### src/rtl/soma_pkg.sv
// soma_pkg: shared types and constants for the uc_soma adder sequencer.
//   state_e      FSM states IDLE/ALIGN/NORM/ROUND/RENORM/CAPT/OUT
//   sel_mux_e    normalizer input select (ALU, loopback, rounded)
//   sel_norm_e   normalizer action (pass, shift left, shift right)
//   MAX_NORM_DEF default normalization step limit (stored mantissa + 2)
package soma_pkg;
    localparam int MAX_NORM_DEF = 25;

    typedef enum logic [2:0] {
        IDLE,
        ALIGN,
        NORM,
        ROUND,
        RENORM,
        CAPT,
        OUT
    } state_e;

    typedef enum logic [1:0] {
        SEL_ALU  = 2'b00,
        SEL_LOOP = 2'b01,
        SEL_RND  = 2'b10
    } sel_mux_e;

    typedef enum logic [1:0] {
        NORM_PASS  = 2'b00,
        NORM_LEFT  = 2'b01,
        NORM_RIGHT = 2'b10
    } sel_norm_e;
endpackage

### src/rtl/uc_soma_hs.sv
// uc_soma_hs: operand and result holding registers for the adder sequencer.
//   clk, rst_n       clock, asynchronous active-low reset
//   load, a_in, b_in capture operand pair into a_q/b_q
//   cap, r_in        capture result into r_q and raise v_q
//   rel              consumer took the result, drop v_q
//   a_q, b_q         registered operands to datapath
//   r_q, v_q         registered result and its valid flag
module uc_soma_hs #(
    parameter int W = 32
) (
    input  logic         clk,
    input  logic         rst_n,
    input  logic         load,
    input  logic [W-1:0] a_in,
    input  logic [W-1:0] b_in,
    input  logic         cap,
    input  logic [W-1:0] r_in,
    input  logic         rel,
    output logic [W-1:0] a_q,
    output logic [W-1:0] b_q,
    output logic [W-1:0] r_q,
    output logic         v_q
);
    logic [W-1:0] a_d, b_d, r_d;
    logic         v_d;

    always_comb begin
        a_d = load ? a_in : a_q;
        b_d = load ? b_in : b_q;
        r_d = cap ? r_in : r_q;
        v_d = cap ? 1'b1 : (rel ? 1'b0 : v_q);
    end

    always_ff @(posedge clk or negedge rst_n) begin
        if (!rst_n) begin
            a_q <= '0;
            b_q <= '0;
            r_q <= '0;
            v_q <= 1'b0;
        end else begin
            a_q <= a_d;
            b_q <= b_d;
            r_q <= r_d;
            v_q <= v_d;
        end
    end
endmodule

### src/rtl/uc_soma.sv
// uc_soma: sequencing/control unit for the single-precision adder datapath.
//   clk, rst_n                  clock, asynchronous active-low reset
//   in_valid/in_ready, in_A/B   operand handshake
//   float_A/B                   registered operands to datapath
//   diferenca_exp, antes_virgula, float_R   datapath feedback and result
//   sel_mux_normalizer, sel_normalizer      datapath control
//   out_valid/out_ready, result result handshake
//   busy                        high whenever the FSM is not idle
// Optional: define UC_SOMA_ZERO_DET_EN to force +0 when normalization hits MAX_NORM.
module uc_soma
    import soma_pkg::*;
#(
    parameter int N_float  = 32,
    parameter int N_exp    = 8,
    parameter int N_mant   = MAX_NORM_DEF - 2,
    parameter int MAX_NORM = N_mant + 2
) (
    input  logic               clk,
    input  logic               rst_n,
    input  logic               in_valid,
    output logic               in_ready,
    input  logic [N_float-1:0] in_A,
    input  logic [N_float-1:0] in_B,
    output logic [N_float-1:0] float_A,
    output logic [N_float-1:0] float_B,
    input  logic [N_exp-1:0]   diferenca_exp,
    input  logic [1:0]         antes_virgula,
    input  logic [N_float-1:0] float_R,
    output logic [1:0]         sel_mux_normalizer,
    output logic [1:0]         sel_normalizer,
    output logic               out_valid,
    input  logic               out_ready,
    output logic [N_float-1:0] result,
    output logic               busy
);
    localparam int CW = $clog2(MAX_NORM + 1);

    state_e         state_q, state_d;
    logic [CW-1:0]  cnt_q, cnt_d;
    logic           lim_q, lim_d;
    logic           rdy_q, rdy_d;
    sel_mux_e       mux;
    sel_norm_e      nrm;
    logic           xfer;
    logic [N_float-1:0] cap_r;
    logic           unused_dexp;

    // Exponent difference is consumed by the datapath only.
    assign unused_dexp = ^diferenca_exp;

    assign xfer               = in_valid & rdy_q;
    assign in_ready           = rdy_q;
    assign busy               = state_q != IDLE;
    assign sel_mux_normalizer = mux;
    assign sel_normalizer     = nrm;

`ifdef UC_SOMA_ZERO_DET_EN
    // Exhausting the shift budget means the sum cancelled to zero.
    assign cap_r = lim_q ? '0 : float_R;
`else
    logic unused_lim;
    assign unused_lim = lim_q;
    assign cap_r      = float_R;
`endif

    always_comb begin
        state_d = state_q;
        cnt_d   = cnt_q;
        lim_d   = lim_q;
        mux     = SEL_ALU;
        nrm     = NORM_PASS;
        case (state_q)
            IDLE:   state_d = xfer ? ALIGN : IDLE;
            ALIGN: begin
                cnt_d   = '0;
                lim_d   = 1'b0;
                state_d = NORM;
            end
            NORM: begin
                // Only the first step reads the ALU; later ones feed back.
                mux = (cnt_q == '0) ? SEL_ALU : SEL_LOOP;
                if (cnt_q == CW'(MAX_NORM)) begin
                    lim_d   = 1'b1;
                    state_d = ROUND;
                end else if (antes_virgula[1]) begin
                    nrm   = NORM_RIGHT;
                    cnt_d = cnt_q + 1'b1;
                end else if (!antes_virgula[0]) begin
                    nrm   = NORM_LEFT;
                    cnt_d = cnt_q + 1'b1;
                end else begin
                    state_d = ROUND;
                end
            end
            ROUND: begin
                mux     = SEL_RND;
                state_d = antes_virgula[1] ? RENORM : CAPT;
            end
            RENORM: begin
                mux     = SEL_LOOP;
                nrm     = NORM_RIGHT;
                state_d = CAPT;
            end
            CAPT:   state_d = OUT;
            OUT:    state_d = (out_valid & out_ready) ? IDLE : OUT;
            default: state_d = IDLE;
        endcase
        // Registered so in_ready stays low while reset is held.
        rdy_d = state_d == IDLE;
    end

    always_ff @(posedge clk or negedge rst_n) begin
        if (!rst_n) begin
            state_q <= IDLE;
            cnt_q   <= '0;
            lim_q   <= 1'b0;
            rdy_q   <= 1'b0;
        end else begin
            state_q <= state_d;
            cnt_q   <= cnt_d;
            lim_q   <= lim_d;
            rdy_q   <= rdy_d;
        end
    end

    uc_soma_hs #(.W(N_float)) u_hs (
        .clk   (clk),
        .rst_n (rst_n),
        .load  (xfer),
        .a_in  (in_A),
        .b_in  (in_B),
        .cap   (state_q == CAPT),
        .r_in  (cap_r),
        .rel   (out_valid & out_ready),
        .a_q   (float_A),
        .b_q   (float_B),
        .r_q   (result),
        .v_q   (out_valid)
    );
endmodule

### config.mk
export PLATFORM = sky130hd
export DESIGN_NAME = uc_soma
export DESIGN_NICKNAME = d
export VERILOG_FILES = /design/src/rtl/soma_pkg.sv /design/src/rtl/uc_soma_hs.sv /design/src/rtl/uc_soma.sv
export SDC_FILE = /design/constraint.sdc
export NUM_CORES = 1
export LEC_CHECK = 0
export ABC_AREA = 1
export CAP_MARGIN = 20
export CORE_MARGIN = 2
export CORE_UTILIZATION = 41
export CTS_BUF_LIST = sky130_fd_sc_hd__clkbuf_16
export CTS_CLUSTER_DIAMETER = 120
export CTS_CLUSTER_SIZE = 16
export DETAILED_ROUTE_END_ITERATION = 8
export MAX_ROUTING_LAYER = met4
export PLACE_DENSITY = 0.84
export RECOVER_POWER = 25
export SETUP_SLACK_MARGIN = 0.5
export SLEW_MARGIN = 15
export SYNTH_ARGS = -nofsm -noshare
export SYNTH_HDL_FRONTEND = slang
export SYNTH_HIERARCHICAL = 1
export SYNTH_SLANG_ARGS = --single-unit
### constraint.sdc
create_clock -name clk -period 1.4 [get_ports clk]
set_input_delay 0.28 -clock clk [delete_from_list [all_inputs] [get_ports clk]]
set_output_delay 0.28 -clock clk [all_outputs]
set_load 0.005 [all_outputs]
# Yosys cells after proc, flatten, opt, wreduce, memory -nomap -nowiden
# Cells that the tools add are included.
[totals]
ff_bits = 106
in_bits = 110
out_inout_bits = 103
wordCells = 45
[classes]
add_sub_neg = 1
eq_ne = 9
muxes = 19
n_bitwise = 2
n_reduce_logical = 7
[ops]
columns = ["op", "n"]
rows = [
  ["3-bit case mux with 7 select lines", 1],
  ["5-bit two-way mux", 3],
  ["3-bit two-way mux", 4],
  ["5-bit case mux with 2 select lines", 1],
  ["3-bit == test (second input constant)", 3],
  ["3-bit by 2-bit == test with 1-bit output (second input constant)", 2],
  ["3-bit logical NOT", 2],
  ["1-bit two-way mux", 6],
  ["2-bit case mux with 3 select lines", 1],
  ["5-bit by 1-bit adder with 5-bit output (second input constant)", 1],
  ["5-bit == test (second input constant)", 1],
  ["5-bit logical NOT", 1],
  ["2-bit two-way mux", 2],
  ["2-bit case mux with 2 select lines", 1],
  ["2-bit nonzero test", 2],
  ["3-bit by 1-bit == test with 1-bit output (second input constant)", 1],
  ["3-bit != test (second input constant)", 1],
  ["3-bit AND reduction", 1],
  ["3-bit nonzero test", 1],
  ["1-bit AND", 2],
  ["2-bit != test (second input constant)", 1],
]

# Longest topological paths before layout
# Gate-level depths: netlist of the first run.
[depth]
ltp_word = 5
mapped_depth = 10
mapped_depth_nobuf = 10

# Hierarchy
# The synthesis of the first run kept the hierarchy.
[by_module_without_submodules]
columns = ["module", "instances", "cells_per_inst", "area_each_um2", "seq_area_each_um2"]
rows = [
  ["uc_soma_hs", 1, 410, 3701.0, 2427.3],
  ["uc_soma", 1, 95, 650.6, 225.2],
]

# Least setup slack after synthesis of the first run
# Ideal clock, no wire load.
[synth_timing]
kind = "reg-to-output"
startpoint = "reg cnt_q[0]"
endpoint = "out sel_normalizer[1]"
t_arrival_ns = 1.062
required_ns = 1.120
path_slack_ns = 0.058
stages_incl_launch_ff = 7
path_buffers = 0
path_cell_list = "dfrtp_1 -> ha_1 -> nand2_1 -> inv_1 -> nand2_1 -> nand2_4 -> o21ai_0"
[synth_via]
elab_chain_cells = 3
[synth_rtl]
columns = ["element", "line", "text"]
rows = [
  ["start: declaration", "uc_soma.sv:39", "logic [CW-1:0] cnt_q, cnt_d;"],
  ["start signal: assignment", "uc_soma.sv:120", "cnt_q <= cnt_d;"],
  ["5-bit == test", "uc_soma.sv:82", "if (cnt_q == CW'(MAX_NORM)) begin"],
  ["2-bit two-way mux", "uc_soma.sv:82", ""],
  ["2-bit case mux with 2 select lines", "uc_soma.sv:72", "case (state_q)"],
  ["end: declaration", "uc_soma.sv:30", "output logic [1:0] sel_normalizer,"],
]
# No other way between the ends.

# Final worst setup path of the first run
# Same ends and word-level chain as after synthesis.

==> results of run 1 <==
## cell usage in the layout, fill, tap and decap left out, types with 2 or more instances in the layout
master             n
buf_16            17
inv_1             11
buf_8              3
clkinv_2           2
buf_4             78
nand3_1            6
inv_2              4
a21oi_2            2
nor2_1             6
nand4_1            2
buf_2            101
nand2_2          120
clkinv_1           3
nand2_8            2
nand3_4            2
nand3_2            2
clkdlybuf4s50_1   99
nor2_4             4
dfrtp_1          105
buf_12            14
buf_6             18
inv_8              2
nand2_1          136
nand2_4           66
clkbuf_16         11
## repair_timing
item	4_1_cts	5_1_grt
endpoints found under the setup margin	209	209
buffers inserted	40	46
hold buffers	0	0
cloned	18	3
pin swaps	75	57
endpoints found under the hold margin	0	0
gates resized for setup	545	197
## registers in the layout, summed over array words and instances, names as in the netlist
| register | flops |
|---|---|
| in_ready | 1 |
| cnt_q | 5 |
| u_hs/b_q | 32 |
| u_hs/r_q | 32 |
| u_hs/a_q | 32 |
| u_hs/v_q | 1 |
| state_q | 3 |
## power by group through the flow
stage	Sequential (mW)	Combinational (mW)	Clock (mW)
finish	5.45	9.81	2.53
global route	5.55	10.4	2.68
CTS	5.22	7.17	2.50
detailed placement	5.32	6.32	0
global placement	5.26	6.09	0
floorplan	5.42	2.13	0
## logic make-up after synthesis
logic type                 count (synthesis)
DFF                                      106
xor gates and xnor gates                   1
adders and majority gates                  3
buffers and inverters                     40
and+or+nand+nor                          349
AOI/OAI and AO/OA                          6
## area by class of cell
class                   count  area (sq um)
repair buffers            334          3150
flip-flops and latches    106          2650
multi-input cells         359          2340
fillers                   549          1570
clock buffers               9           225
well taps                 136           170
inverters                  19           118
clock inverters             7          60.1
repair inverters            3          42.5
## worst max path at each step
stage | from | to | slack, ns | depth (start not counted)
4_1_cts | state_q[0] | sel_normalizer[1] | -0.30 | 7
6_report | cnt_q[0] | sel_normalizer[1] | -0.36 | 7
5_1_grt | cnt_q[1] | sel_normalizer[1] | -0.43 | 8
3_5_place_dp | antes_virgula[1] | sel_normalizer[1] | -0.41 | 4
3_3_place_gp | antes_virgula[1] | sel_normalizer[1] | -0.35 | 4
2_1_floorplan | cnt_q[0] | sel_normalizer[0] | 0.16 | 6
## per-layer routing
layer	routed length, microns	global-route usage (%)	vias to the layer above
li1	-	-	2185
met5	0	-	-
met4	669	11.4	0
met1	6450	30.1	2406
met3	1360	5.47	55
met2	10100	50.0	265
==> metrics.md, run 1 <==
| Metric | Value |
|---|---|
| Average detailed-routed wire length per instance | 19.1 microns |
| Final GP Congestion | 0.787 |
| Peak ir drop on the vdd network | 1080 uV |
| Number of DRC markers after the initial detailed-route iteration | 289 |
| P&R area growth vs syn | 101% |
| Overflow left after global routing | 0 |
| Top-level port count | 213 |
| Basic-gate share of the synthesized area counting and, or, nand and nor cells | 31.5% |
| Share of the synthesized area in the top cell type | 61.0% |
| Critical Path Sink Type | output pin |
| Dominant cell by count in the synthesized netlist | nand2_1 |
| Slowest cell on the critical path | dfrtp_1 |
| Final Net Count | 945 |
| Placeable core area | 0.0103 sq mm |
| Top area cells in the synthesized netlist | dfrtp_1 61%, nand2_1 28%, clkbuf_8 1.9% |
| Data arrival time of the critical path | 1.48 ns |
| Power per unit of standard cell area | 2030 mW/mm^2 |
| Count of placed standard cells including taps | 850 |
| Run status | finished, violations left |
| Nets in the synthesized netlist | 618 |
| Internal Pwr Total | 11.0 mW |
| Share of synthesized area occupied by flip-flops and latches | 61.0% |
| Biggest cell delay along the critical path | 0.40 ns |
| Synth Flop Type | dfrtp_1 |
| Avg Cell Area, Syn | 8.62 sq um |
| Reg2reg end | u_hs/r_q[2] |
| Worst slack on hold paths | 0.164 ns |
| Setup repair after global routing missed its margin | true |
| Overall power | 17.8 mW |
| Cell class contributing the biggest share of worst-path delay | flip-flops |
| Fmax | 0.568 GHz |
| Clock-pin transition on the worst setup and hold timing paths | 0.07 ns |
| Distinct cell type count after synthesis | 21 |
| Worst-path fanout max | 3 |
| Number of nets with antenna violations after detailed routing | 0 |
| Gate Count Post-Synth | 505 |
| Portion of total power attributed to combinational logic | 55.1% |
| Wire length of the first global-routing pass | 23,900 microns |
| Initial standard-cell utilization of the core | 42.2% |
| Worst setup slack after layout | -0.361 ns |
| Share of flip-flops with an asynchronous set or reset | 100% |
| Total number of vias | 4,911 |
| Worst hold path type | primary input to asynchronous set/reset pin |
| Violated checks | negative setup slack |
| Final std cell area, no fill | 0.00875 sq mm |
| Cell leakage power | 4.73 nW |
| Register-to-Register Setup Slack | -0.25 ns |
| DP Wirelength | 8430 microns |
| Pre-CTS worst setup slack | -0.406 ns |
| Root Buffer Master | clkbuf_16 |
| Headroom to the max-slew limit | 35.8% |
| Max Clock Skew | 0.00752 ns |
| Post-synthesis cell type with the largest combined area | dfrtp_1 |
| Std cell rows | 37 |
| Routed WL | 18,600 microns |
| Worst setup path class | flip-flop to output pin |
| Required time of the critical path | 1.12 ns |
| Number of port buffers | 204 |
| Startpoint kind of the worst setup timing path | flip-flop |
| Post-route non-filler standard cell count | 973 |
| Total of max-cap violations | 0 |
| Final slew viol count | 0 |
| Part of the total power dissipated in the clock network | 14.2% |
| Number of warnings printed during yosys synthesis | 6 |
| Switching share of power | 38.1% |
| Adder-Cell Fraction of Synth Area | 0.863% |
| Setup TNS after final layout | -9.45 ns |
| Final period util | 126% |
| DRC violations left | 0 |
| Setup violations, final | 45 |
| Most used standard cells in the synthesized netlist | 320 x nand2_1, 106 x dfrtp_1, 17 x inv_1 |
| Cells traversed along the worst timing path | ha_2, nand2_1, inv_1, nand2_2, nand2_4, o21ai_2, buf_2 |
| Compound-cell area share of the yosys netlist | 0.690% |
| Final critical-path required period | 1.76 ns |
| Clock tree buffer depth | 2 |
| Cell area after placement | 0.00668 sq mm |
| Mux contribution to synthesized area | 0% |
| Die H | 107 microns |
| Logic depth of the worst register-to-register path | 11 |
| Power spent charging and discharging nets | 6.77 mW |
| Final-report hold violation count | 0 |
| Count of flip-flops with a built-in enable after synthesis | 0 |
| DIE AREA | 0.0115 sq mm |
| #FFs+latches synth | 106 |
| Total global-route track usage | 27.9% |
| Tightest Pin Transition | 0.963 ns |
| Clock latency at the later pin of the worst-skew pair | 0.34 ns |
| H-tree levels | 3 |
| TritonCTS clock tree | done |
| Final core occ | 84.8% |
| Total inserted antenna cells | 0 |
| Vias in the first global route | 4,731 |
| Die Width | 107 microns |
| Sequential cell fraction of total power | 30.7% |
| Xor and xnor area share after synthesis | 0.201% |
| Worst r2r src | state_q[1] |
| Number of CTS-inserted buffers | 9 |
| Largest family of logic cells by synthesized area | simple AND/OR/NAND/NOR gates |
| Vias per Instance | 5.05 |
| Clock sink total | 106 |
| Combined buffer and inverter count along the critical path | 2 |
| Ratio of cells with drive above 1 in the final layout | 55.2% |
| Maximum number of pins on one net before global-route repair | 107 |
| Mapped cell area | 0.00435 sq mm |
| Antenna violations before repair | 0 |
| Initial DRT Pass Iterations | 5 |
(Power assumes the default switching activity.)
==> inputs of run 2 (changes only) <==
CORE_UTILIZATION = 40   (was 41)
MAX_ROUTING_LAYER = default   (was met4)
PLACE_DENSITY = 0.83   (was 0.84)
SYNTH_HIERARCHICAL = default   (was 1)
==> metrics.md, run 2 <==
| Metric | Value |
|---|---|
| Run status | finished, violations left |
| Violated checks | negative hold slack, negative setup slack |
| Final critical-path required period | 1.73 ns (-0.0262 ns) |
| Count of flip-flops with a built-in enable after synthesis | 0 (unchanged) |
| Number of CTS-inserted buffers | 9 (unchanged) |
| Leading registers by flop count | u_hs.a_q: 32 flops, u_hs.b_q: 32 flops, u_hs.r_q: 32 flops |
| Total global-route track usage | 27.5% (-0.41 points) |
| Setup repair after global routing missed its margin | true |
| Worst slack on hold paths | -0.0241 ns (-0.188 ns) |
| Number of warnings printed during yosys synthesis | 0 (-6) |
| Dominant cell by count in the synthesized netlist | dfrtp_1 |
| Cell leakage power | 4.41 nW (-6.7%) |
| Final core occ | 83.3% (-1.5 points) |
| Worst setup path class | flip-flop to output pin |
| Distinct cell type count after synthesis | 21 (unchanged) |
| Number of nets with antenna violations after detailed routing | 0 (unchanged) |
| Maximum number of pins on one net before global-route repair | 47 (-56%) |
| Required time of the critical path | 1.12 ns (about the same) |
| Setup TNS after final layout | -3.06 ns (+6.39 ns) |
| Std cell rows | 37 (unchanged) |
| Final GP Congestion | 0.821 (+4.3%) |
| Worst hold path type | primary input to asynchronous set/reset pin |
| DIE AREA | 0.0117 sq mm (+1.9%) |
| Gate Count Post-Synth | 374 (-26%) |
| Total number of vias | 4,399 (-10%) |
| Total of max-cap violations | 0 (unchanged) |
| Headroom to the max-slew limit | 53.0% (+17 points) |
| Final period util | 124% (-1.9 points) |
| Die Width | 108 microns (+0.93%) |
| Nets in the synthesized netlist | 487 (-21%) |
| Post-synthesis cell type with the largest combined area | dfrtp_1 |
| Initial standard-cell utilization of the core | 41.5% (-0.60 points) |
| Placeable core area | 0.0104 sq mm (+0.90%) |
| Pre-CTS worst setup slack | -0.338 ns (+0.0683 ns) |
| Initial DRT Pass Iterations | 4 (-1) |
| Top area cells in the synthesized netlist | dfrtp_1 61%, mux2_2 17%, nand2_1 8.4% |
| Worst setup slack after layout | -0.335 ns (+0.0262 ns) |
| Top-level port count | 213 (unchanged) |
| Critical Path Sink Type | output pin |
| TritonCTS clock tree | done |
| Total inserted antenna cells | 0 (unchanged) |
| Power per unit of standard cell area | 2230 mW/mm^2 (+9.5%) |
| Routed WL | 17,700 microns (-4.9%) |
| Clock sink total | 106 (unchanged) |
| Vias per Instance | 5.00 (-0.96%) |
| Most used standard cells in the synthesized netlist | 106 x dfrtp_1, 97 x nand2_1, 64 x mux2_2 |
| Tightest Pin Transition | 0.705 ns (-0.258 ns) |
| Average detailed-routed wire length per instance | 20.1 microns (+5.1%) |
| Die H | 108 microns (+0.93%) |
| Ratio of cells with drive above 1 in the final layout | 60.2% (+5.0 points) |
| Max Clock Skew | 0.0111 ns (+0.00357 ns) |
| H-tree levels | 3 (unchanged) |
| Synth Flop Type | dfrtp_1 |
| Avg Cell Area, Syn | 11.6 sq um (+34%) |
| Clock tree buffer depth | 2 (unchanged) |
| #FFs+latches synth | 106 (unchanged) |
| Share of synthesized area occupied by flip-flops and latches | 61.3% (+0.33 points) |
| Root Buffer Master | clkbuf_16 |
| DRC violations left | 0 (unchanged) |
| Final Net Count | 852 (-9.8%) |
| Startpoint kind of the worst setup timing path | flip-flop |
| Final-report hold violation count | 23 (+23) |
| Peak ir drop on the vdd network | 1130 uV (+4.8%) |
| Wire length of the first global-routing pass | 24,200 microns (+1.1%) |
| Fmax | 0.576 GHz (+1.5%) |
| Overall power | 19.3 mW (+8.6%) |
| Number of DRC markers after the initial detailed-route iteration | 187 (-35%) |
| Clock latency at the later pin of the worst-skew pair | 0.34 ns (about the same) |
| Data arrival time of the critical path | 1.45 ns (-0.03 ns) |
| Final slew viol count | 0 (unchanged) |
| Share of the synthesized area in the top cell type | 61.3% (+0.33 points) |
| Clock-pin transition on the worst setup and hold timing paths | 0.08 ns (about the same) |
| Worst-path fanout max | 3 (unchanged) |
| Number of port buffers | 204 (unchanged) |
| Vias in the first global route | 4,422 (-6.5%) |
| P&R area growth vs syn | 101% |
| Most common cell after layout, fill and taps aside | buf_4 |
| Top library cells by usage in the layout, fill and taps aside | 113 x buf_4, 105 x dfrtp_1, 100 x buf_2 |
| Overflow left after global routing | 0 (unchanged) |
| Antenna violations before repair | 0 (unchanged) |
| Mapped cell area | 0.00433 sq mm (-0.55%) |
| DP Wirelength | 9310 microns (+10%) |
| Setup violations, final | 36 (-20%) |
| Share of flip-flops with an asynchronous set or reset | 100% (unchanged) |
-- run 2: cell count changes after synthesis, sizes merged, moves of 3 or more --
| cell | previous run | this run |
|---|---|---|
| mux2 | 0 | 64 |
| nand3 | 10 | 43 |
| clkbuf | 6 | 3 |
| nand2 | 324 | 101 |
| inv | 19 | 15 |
-- run 2: repair_timing --
| action | in CTS | in global routing |
|---|---|---|
| cloned | 13 | 0 |
| endpoints found under the hold margin | 24 | 24 |
| endpoints found under the setup margin | 209 | 209 |
| gates resized for setup | 507 | 70 |
| setup buffers | 65 | 63 |
| pin swaps | 28 | 32 |
-- run 2: final timing paths --
check,to,slack (ns),from,cells after the start
worst max-delay path,sel_normalizer[0],-0.33,cnt_q[0],7
worst min-delay path,in_ready,-0.02,rst_n,1
worst max register to register,cnt_q[2],-0.09,state_q[2],9
worst min register to register,u_hs.r_q[11],0.48,u_hs.r_q[11],2
max in group asynchronous,u_hs.a_q[30],0.26,rst_n,2
min in group clk,u_hs.r_q[11],0.48,u_hs.r_q[11],2
-- run 2: report_power, final --
part / internal, mW / switching (mW)
clock: 1.22 / 1.16
combinational: 6.81 / 4.67
sequential: 4.57 / 0.889
-- run 2: per-layer routing --
layer	wire [microns]	GRT usage [%]	part of all wire, %
met3	1010	5.18	5.7
met2	9710	51.1	55
met4	557	8.88	3.1
met1	6420	31.7	36
met5	0	0	0
-- run 2: cells by family (layout without fill, tap and decap cells) --
family,Yosys count,count (layout),synth area share [%]
flops,106,106,61.3
buf+inv,34,400,4.34
mux,64,64,16.7
compound gates,6,6,0.694
simple gates,161,165,16.2
fa+ha+maj,3,3,0.867
-- run 2: final cells by class --
type	count	area, sq um
Fill cell	548	1740
Multi-Input combinational cell	238	2260
Timing Repair Buffer	369	3260
Sequential cell	106	2650
Inverter	15	63.8
Clock buffer	9	225
Clock inverter	7	52.6
Tap cell	136	170
-- run 2: metrics by stage --
step,area (sq um),instances
floorplan,4680,374
global placement,6960,723
detailed placement,6960,723
CTS,7960,817
global route,8680,880
finish,8680,880
-- run 2: worst max-delay path: stages (launching register included) --
cell and delay, ns:
dfrtp_1 0.43, ha_4 0.18, nand2_2 0.06, inv_2 0.04
nand2_4 0.06, nand2_4 0.06, nor3_2 0.15, buf_2 0.14
==> inputs of run 3 (changes only) <==
CAP_MARGIN = 25   (was 20)
==> results of run 3 <==
No change in the layout: final DEF, timing and power equal those of run 2.
